`config.mk`:
```
export PLATFORM = sky130hd
export DESIGN_NAME = an_scan_mux
export DESIGN_NICKNAME = d
export VERILOG_FILES = /design/src/rtl/seg7_pkg.sv /design/src/rtl/hex_to_seg7.sv /design/src/rtl/an_scan_mux.sv
export SDC_FILE = /design/constraint.sdc
export NUM_CORES = 1
export LEC_CHECK = 0
export BUFFER_PORTS_ARGS = -buffer_cell sky130_fd_sc_hd__buf_2
export CORE_UTILIZATION = 38
export DETAILED_ROUTE_END_ITERATION = 10
export SLEW_MARGIN = 20
export SYNTH_ARGS = -nofsm -noshare
export SYNTH_HDL_FRONTEND = slang
export SYNTH_HIERARCHICAL = 1
export SYNTH_SLANG_ARGS = --single-unit
```
`constraint.sdc`:
```
create_clock -name clk -period 3.9 [get_ports clk]
set_clock_uncertainty 0.1 [all_clocks]
set_input_delay 0.195 -clock clk [delete_from_list [all_inputs] [get_ports clk]]
set_output_delay 0.195 -clock clk [all_outputs]
set_load 0.005 [all_outputs]
```
`src/rtl/seg7_pkg.sv`:
```
// Shared seven-segment constants for the ALU board display.
// Patterns are active-low, ordered {g,f,e,d,c,b,a}.
package seg7_pkg;

    localparam logic [6:0] SEG_BLANK  = 7'h7F;
    localparam logic [7:0] AN_ALL_OFF = 8'hFF;

    // Hex digits 0-F; b and d are lowercase so they stay distinct from 8 and 0.
    localparam logic [6:0] SEG_LUT [16] = '{
        7'h40, 7'h79, 7'h24, 7'h30,
        7'h19, 7'h12, 7'h02, 7'h78,
        7'h00, 7'h10, 7'h08, 7'h03,
        7'h46, 7'h21, 7'h06, 7'h0E
    };

    typedef logic [2:0] digit_idx_t;

endpackage

```
`src/rtl/hex_to_seg7.sv`:
```
// Combinational nibble to active-low seven-segment pattern decoder.
module hex_to_seg7
    import seg7_pkg::*;
(
    input  logic [3:0] nibble,
    output logic [6:0] seg
);

    assign seg = SEG_LUT[nibble];

endmodule

```
`src/rtl/an_scan_mux.sv`:
```
// Time-multiplexed driver for the 8-digit common-anode display.
// Lights one enabled digit per slot, skipping digits masked off by an_on.
// Optional feature: define AN_SCAN_GHOST_BLANK_EN to force the anodes off
// for the first BLANK_CYCLES cycles of every slot (anti-ghosting).
module an_scan_mux
    import seg7_pkg::*;
#(
    parameter int unsigned REFRESH_DIV  = 100_000,
    parameter int unsigned BLANK_CYCLES = 16
) (
    input  logic        clk,
    input  logic        rst_n,
    input  logic [7:0]  an_on,
    input  logic [31:0] value,
    input  logic [7:0]  dp_on,
    output logic [7:0]  an,
    output logic [6:0]  seg,
    output logic        dp,
    output logic [2:0]  digit_idx
);

    localparam int unsigned PcntW = (REFRESH_DIV > 1) ? $clog2(REFRESH_DIV) : 1;

`ifdef AN_SCAN_GHOST_BLANK_EN
    localparam bit GhostBlank = 1'b1;
`else
    localparam bit GhostBlank = 1'b0;
`endif

    if (REFRESH_DIV < 2) begin : g_bad_div
        $error("an_scan_mux: REFRESH_DIV must be at least 2");
    end
    if (GhostBlank && (BLANK_CYCLES >= REFRESH_DIV)) begin : g_bad_blank
        $error("an_scan_mux: BLANK_CYCLES must be below REFRESH_DIV");
    end

    logic [PcntW-1:0] pcnt_q, pcnt_d;
    logic             tick;
    digit_idx_t       idx_q, idx_d;
    digit_idx_t       cand;
    logic             found;
    logic [3:0]       nibble;
    logic [6:0]       hex_seg;
    logic             lit;
    logic             blank;
    logic [7:0]       an_d, an_q;
    logic [6:0]       seg_d, seg_q;
    logic             dp_d, dp_q;

    // Prescaler: slot timing, wraps every REFRESH_DIV cycles.
    always_comb begin
        tick   = (pcnt_q == PcntW'(REFRESH_DIV - 1));
        pcnt_d = tick ? '0 : pcnt_q + PcntW'(1);
    end

    // Next enabled digit: rotate-search starting after the current index.
    // Offset 8 wraps onto the current digit, so a lone enabled digit holds;
    // an empty mask falls through to the plain +1 default.
    always_comb begin
        cand  = idx_q;
        found = 1'b0;
        idx_d = idx_q + 3'd1;
        for (int k = 1; k <= 8; k++) begin
            cand = idx_q + 3'(k);
            if (!found && an_on[cand]) begin
                idx_d = cand;
                found = 1'b1;
            end
        end
        if (!tick) begin
            idx_d = idx_q;
        end
    end

    hex_to_seg7 u_hex_to_seg7 (
        .nibble (nibble),
        .seg    (hex_seg)
    );

`ifdef AN_SCAN_GHOST_BLANK_EN
    assign blank = (pcnt_q < PcntW'(BLANK_CYCLES));
`else
    assign blank = 1'b0;
`endif

    // Output drive for the current slot; dark when the digit is masked or blanked.
    always_comb begin
        nibble = value[{idx_q, 2'b00} +: 4];
        lit    = an_on[idx_q] && !blank;
        an_d   = AN_ALL_OFF;
        seg_d  = SEG_BLANK;
        dp_d   = 1'b1;
        if (lit) begin
            an_d  = ~(8'h01 << idx_q);
            seg_d = hex_seg;
            dp_d  = ~dp_on[idx_q];
        end
    end

    // State and output registers.
    always_ff @(posedge clk or negedge rst_n) begin
        if (!rst_n) begin
            pcnt_q <= '0;
            idx_q  <= '0;
            an_q   <= AN_ALL_OFF;
            seg_q  <= SEG_BLANK;
            dp_q   <= 1'b1;
        end else begin
            pcnt_q <= pcnt_d;
            idx_q  <= idx_d;
            an_q   <= an_d;
            seg_q  <= seg_d;
            dp_q   <= dp_d;
        end
    end

    assign an        = an_q;
    assign seg       = seg_q;
    assign dp        = dp_q;
    assign digit_idx = idx_q;

endmodule

```
== Word-level counts from Yosys, hierarchy flattened ==
Memories as Yosys holds them, arrays and structs flattened.
Cells that the tools add are included.

* Register bits after elaboration: 36
* ROM bits: 112
* Output and inout port bits: 19
* Word-level logic and storage cells: 82
* Memories kept: 1

{| class="wikitable"
|+ Memories
! name !! depth !! width !! rd ports !! clocked after memory_dff !! write ports !! RTL line !! text
|-
| (name not given) || 16 || 7 || 1 || 0 || 0 || hex_to_seg7.sv:9 || <nowiki>assign seg = SEG_LUT[nibble];</nowiki>
|}

* Add/subtract/negate cells: 8
* Magnitude comparators: 9
* Equality and inequality tests: 1
* Shifts and indexed selects: 2
* Mux-type cells: 37
* Bitwise operators: 4
* Reductions and logical operators: 15

{| class="wikitable"
|+ Operators with widths
! kind !! number
|-
| < comparator 3 x 4 -> 1 bit, second input constant || 8
|-
| indexed part select 32 x 6 -> 4 bit || 1
|-
| binary-select mux 1 bit (select 3 bit) || 9
|-
| 2-to-1 mux 7 bit || 3
|-
| 2-to-1 mux 3 bit || 6
|-
| adder 17 x 1 -> 17 bit, second input constant || 1
|-
| == test 17 bit, second input constant || 1
|-
| 2-to-1 mux 1 bit || 17
|-
| 2-to-1 mux 17 bit || 1
|-
| adder 3 bit, second input constant || 4
|-
| 2-to-1 mux 8 bit || 1
|-
| inverter 8 bit || 1
|-
| << shifter 1 x 3 -> 8 bit, first input constant || 1
|-
| logical AND 1 bit || 7
|-
| zero test 1 bit || 7
|-
| adder 3 x 2 -> 3 bit, second input constant || 2
|-
| >= comparator 5 bit, second input constant || 1
|-
| inverter 4 -> 5 bit || 1
|-
| adder 3 x 1 -> 3 bit, second input constant || 1
|-
| inverter 1 bit || 2
|-
| AND reduction 2 bit || 1
|}

== Depth between registers and ports, before layout ==
* Depth in word-level cells: 26
* Mapped depth: 13

== Hierarchy ==
Netlist, hierarchy kept.

{| class="wikitable"
|+ By module, submodules not included
! module !! times used !! cells an instance !! area each (um2) !! sequential area each (um2)
|-
| an_scan_mux || 1 || 234 || 2539.9 || 920.9
|-
| hex_to_seg7 || 1 || 32 || 275.3 || 0.0
|}

== Least setup slack after synthesis ==
Ideal clock, no wire load.

* Path kind: register to register
* From: register idx_q[0], in the netlist digit_idx[0]
* To: register idx_q[1], in the netlist digit_idx[1]
* Library setup time: 132 ps
* Arrival time: 3307 ps
* Path slack: 361 ps
* Cell stages (with the launch flop): 13
* Path buffers: 4
* Path through: dfrtp_1 buf_6 buf_8 buf_4 inv_1 ha_1 buf_1 mux4_2 nand3_1 a21oi_2 or4_4 nand2_1 or3b_1

* Cells in the longest elaborated chain, start to end: 26
* Elaborated cells between the ends (all ways): 52

{| class="wikitable"
|+ Ends and longest elaborated chain
! item !! RTL line !! text
|-
| from (decl) || an_scan_mux.sv:39 || <nowiki>digit_idx_t idx_q, idx_d;</nowiki>
|-
| from (signal assigned) || an_scan_mux.sv:110 || <nowiki>idx_q <= idx_d;</nowiki>
|-
| adder 3 x 1 -> 3 bit || an_scan_mux.sv:62, an_scan_mux.sv:64 ||
|-
| binary-select mux 1 bit (select 3 bit) || an_scan_mux.sv:65 || <nowiki>if (!found && an_on[cand]) begin</nowiki>
|-
| 2-to-1 mux 1 bit (not written as such) || an_scan_mux.sv:65 ||
|-
| 2-to-1 mux 1 bit || an_scan_mux.sv:65 ||
|-
| zero test 1 bit || an_scan_mux.sv:65 ||
|-
| logical AND 1 bit || an_scan_mux.sv:65 ||
|-
| 2-to-1 mux 1 bit || an_scan_mux.sv:65 ||
|-
| zero test 1 bit || an_scan_mux.sv:65 ||
|-
| [10 not listed] || - ||
|-
| 2-to-1 mux 1 bit || an_scan_mux.sv:65 ||
|-
| zero test 1 bit || an_scan_mux.sv:65 ||
|-
| logical AND 1 bit || an_scan_mux.sv:65 ||
|-
| 2-to-1 mux 1 bit || an_scan_mux.sv:65 ||
|-
| zero test 1 bit || an_scan_mux.sv:65 ||
|-
| logical AND 1 bit || an_scan_mux.sv:65 ||
|-
| inverter 1 bit (no line) || - ||
|-
| AND reduction 2 bit (no line) || - ||
|}

Several ways; a longest one is shown, not always the timed one. The select of a mux whose other input is x is not followed.
A chain may end at the register's enable or synchronous reset.

== Final worst setup path ==
Ends and elaborated chain as after synthesis.

==> impl_metrics.toml <==
[status]
status = "finished clean"

[route]
routed_via_count = 2232
wirelength_mm = 6.06
remaining_drc_errors = 0
drt-vias-per-instance = 5.15
drtAntennaViolNets = 0
drt_first_iter_violations = 92
detail_route.first_pass.iterations = 4
detailed_route_wire_length_per_cell_um = 14.0

[synth]
synth-compound-area-share_pct = 6.13
synthFlopType = "dfrtp_1"
synth_fp_nets = 331
postSynthCellCount = 266
synth-adder-area-share_pct = 6.67
yosys.area.top_type_share_pct = 17.8
synth_simple_gate_area_share_pct = 19.7
synthTopCellsByCount = "35 x nand2_1, 21 x mux4_2, 20 x dfrtp_1, 20 x nor2_1, 16 x dfstp_2"
synth_cell_type_count = 51
postSynthRegisterBits = 36
yosys.area.top_type = "dfrtp_1"
synth.area.mux_share_pct = 25.3
yosys.cell_count.top_type = "nand2_1"
seq_area_frac_synth_pct = 32.7
synth.yosys.warnings = 6
synth.cell_area_um2 = 2820
combinational_family_with_the_most_area_after_synthesis = "multiplexers"
synth-edff-count = 0
asyncSetResetFlopFracSynth_pct = 100
yosys.area_share.xor_xnor_pct = 5.60
synth.area.top_cells = "dfrtp_1 18%, mux4_2 17%, dfstp_2 15%"
post_synthesis_area_per_instance_um2 = 10.6

[setup_path]
cell_chain_of_the_critical_path = "buf_4 > mux4_2 > mux2i_1 > nand2_1 > or3_1 > o211ai_1 > a21oi_1 > or3b_1"
crit_path_max_incr_delay_ns = 0.61
worst_r2r_path_depth = 8
path_class = "register to register"
worst-endpoint-required_ns = 3.97
worstPathMaxFanout = 25
cp_max_stage_cell = "mux4_2"
critical_path.n_buffers_inverters = 1
timing.reg2reg.setup_slack_ns = 0.81
cpLargestDelayFamily = "simple AND/OR/NAND/NOR gates"
crit_path_start_kind = "register"
worst_r2r_endpoint = "digit_idx[1]"
rr_startpoint = "digit_idx[0]"
critPathCaptureType = "register"
worstPathArrival_ns = 3.16

[cts]
cts_max_level = 2
clock_tree_from_tritoncts = "done"
numClockSinks = 36
post_cts.resized_instances = 0
tritoncts.num_buffers = 5
clock_tree.root_cell = "clkbuf_8"
clock_latency_ns = 0.29
cts_max_path_buffers = 2
clk_pin_slew_ns = 0.07

[die]
start_util_pct = 39.0
coreArea_um2 = 7210
floorplan.die.width_um = 88.1
fp.dieH_um = 88.1
core.rowCount = 31
io_pins = 69
fp.dieArea_um2 = 7760

[place]
place.gp.congestion = 0.878
placed_area_um2 = 3220
placed_cells_incl_taps = 424
io_buffer_count = 68
final_hpwl_from_detailed_placement_mm = 4.68
place_worst_setup_slack_ns = 0.829

[layout]
final_area_um2 = 3310
fillers = 714
layout.area.seq_um2 = 921
area_growth_syn_to_layout_pct = 17.7
final_cell_count_no_fill = 433
antenna_cells_inserted = 0
total_area_of_multi_input_combinational_cells_um2 = 1780
layout.nets = 398
final_layout_size_suffix_gt1_share_pct = 39.8

[pwr]
p_leak_nw = 1.44
power.internal_uw = 716
p_clk_share_pct = 24.3
power.density_nw_per_um2 = 312
switching_power_uw = 317
vdd_ir_drop_max_mv = 0.109
switching_share_pct = 30.7
power.combinational.fraction_pct = 35.4
seq_pwr_share_pct = 40.3

[timing]
worst_hold_slack_ns = 0.318
hold_viol = 0
grt_setup_unrepaired = "no"
post-route-min-period_ns = 3.09
setup_violations = 0
slew-limit-headroom_pct = 47.3
fmax_mhz = 324
timing_worst_slew_pin_value_ns = 0.790
setup-tns-final_ns = 0
period_share_pct = 79.2
timing_max_transition_violations_final = 0
post-route-worst-setup-slack_ns = 0.809

[global_routing]
number_of_antenna_violations_at_the_first_check_in_global_routing = 0
grt_first_pass_wirelength_mm = 9.54
grt_ovf = 0
grt_max_degree = 37
grt.total_usage_pct = 15.8
grt_pass1_vias = 2022

[flow_run]
maxCapViolCount = 0

[worst_hold_path]
hold_path_depth = 4
hold_class = "input port to register"
timing.hold.worst.start = "dp_on[2]"
holdPathEnd = "dp"
==> tightest hold or removal path: cells and delay by family <==
| kind | cells | cell delay (ns) |
|---|---|---|
| muxes | 1 | 0.22 |
| AOI/OAI and AO/OA | 1 | 0.15 |
| buffers and inverters | 1 | 0.07 |
| and+or+nand+nor | 1 | 0.06 |
==> metrics by stage <==
| stage | total power [mW] | utilization (%) |
|---|---|---|
| 2_1_floorplan | 0.689 | - |
| 3_3_place_gp | 0.784 | 44.7 |
| 3_5_place_dp | 0.789 | 44.7 |
| 4_1_cts | 1.05 | 45.9 |
| 5_1_grt | 1.10 | 45.9 |
| 6_report | 1.03 | 45.9 |
==> state kept, by name, summed over array words and instances, names as in the netlist <==
signal	flops
an	8
dp	1
digit_idx	3
seg	7
pcnt_q	17
==> repair_timing <==
item	in CTS	in global routing
buffers inserted	0	0
hold buffers	1	0
hold endpoints to repair	20	0
==> area by class of cell <==
class | count | share of cell area (%)
clock inverter | 1 | 0.151
inverter | 8 | 0.906
clock buffer | 7 | 2.30
sequential | 36 | 27.8
tap | 99 | 3.74
timing repair buffer | 72 | 11.3
multi-input combinational | 210 | 53.9
==> layer usage <==
metal  track usage (%)  share of wire [%]  vias to the layer above
met2              24.8                 49                       42
met4              6.16                1.7                        0
li1                  -                  -                     1103
met3              2.73                2.8                       12
met1              21.8                 46                     1075
met5                 0                  0                        -
==> power groups by stage <==
stage                     logic (mW)  clock network, mW  registers, mW
after detailed placement       0.365                  0          0.424
after global placement         0.361                  0          0.424
after floorplan                0.260                  0          0.430
final                          0.366              0.251          0.417
after CTS                      0.367              0.264          0.417
after global routing           0.402              0.278          0.421
==> worst max-delay path by stage <==
stage / startpoint / endpoint / slack [ns] / cells after the start
3_5_place_dp: digit_idx[0] / digit_idx[1] / 0.83 / 8
6_report: digit_idx[0] / digit_idx[1] / 0.81 / 8
5_1_grt: digit_idx[0] / digit_idx[1] / 0.66 / 8
3_3_place_gp: digit_idx[0] / digit_idx[1] / 0.87 / 9
4_1_cts: digit_idx[0] / digit_idx[1] / 0.81 / 8
2_1_floorplan: digit_idx[0] / digit_idx[1] / 0.36 / 12
==> cells by family (layout without fill, tap and decap cells) <==
logic type	count (synthesis)	after routing
simple gates	110	110
mux	41	41
flops	36	36
compound gates	26	26
buf+inv	20	88
xor+xnor	18	18
fa+ha+maj	15	15
==> layout by cell type (no fill, tap or decap), drive strengths merged, types with 3 or more instances in the layout <==
master  instances
nand3          12
or2             7
mux2            6
nor3            5
mux4           22
and3            4
inv             8
nor2b           3
a21oi           7
nand2          35
xor2            8
nor4            3
dfrtp          20
mux2i          13
nor2           20
ha             15
clkbuf          7
nand4           6
o21ai           7
buf            71
or3             3
xnor2          10
dfstp          16
Note: power is estimated with default switching activity, not from simulation.
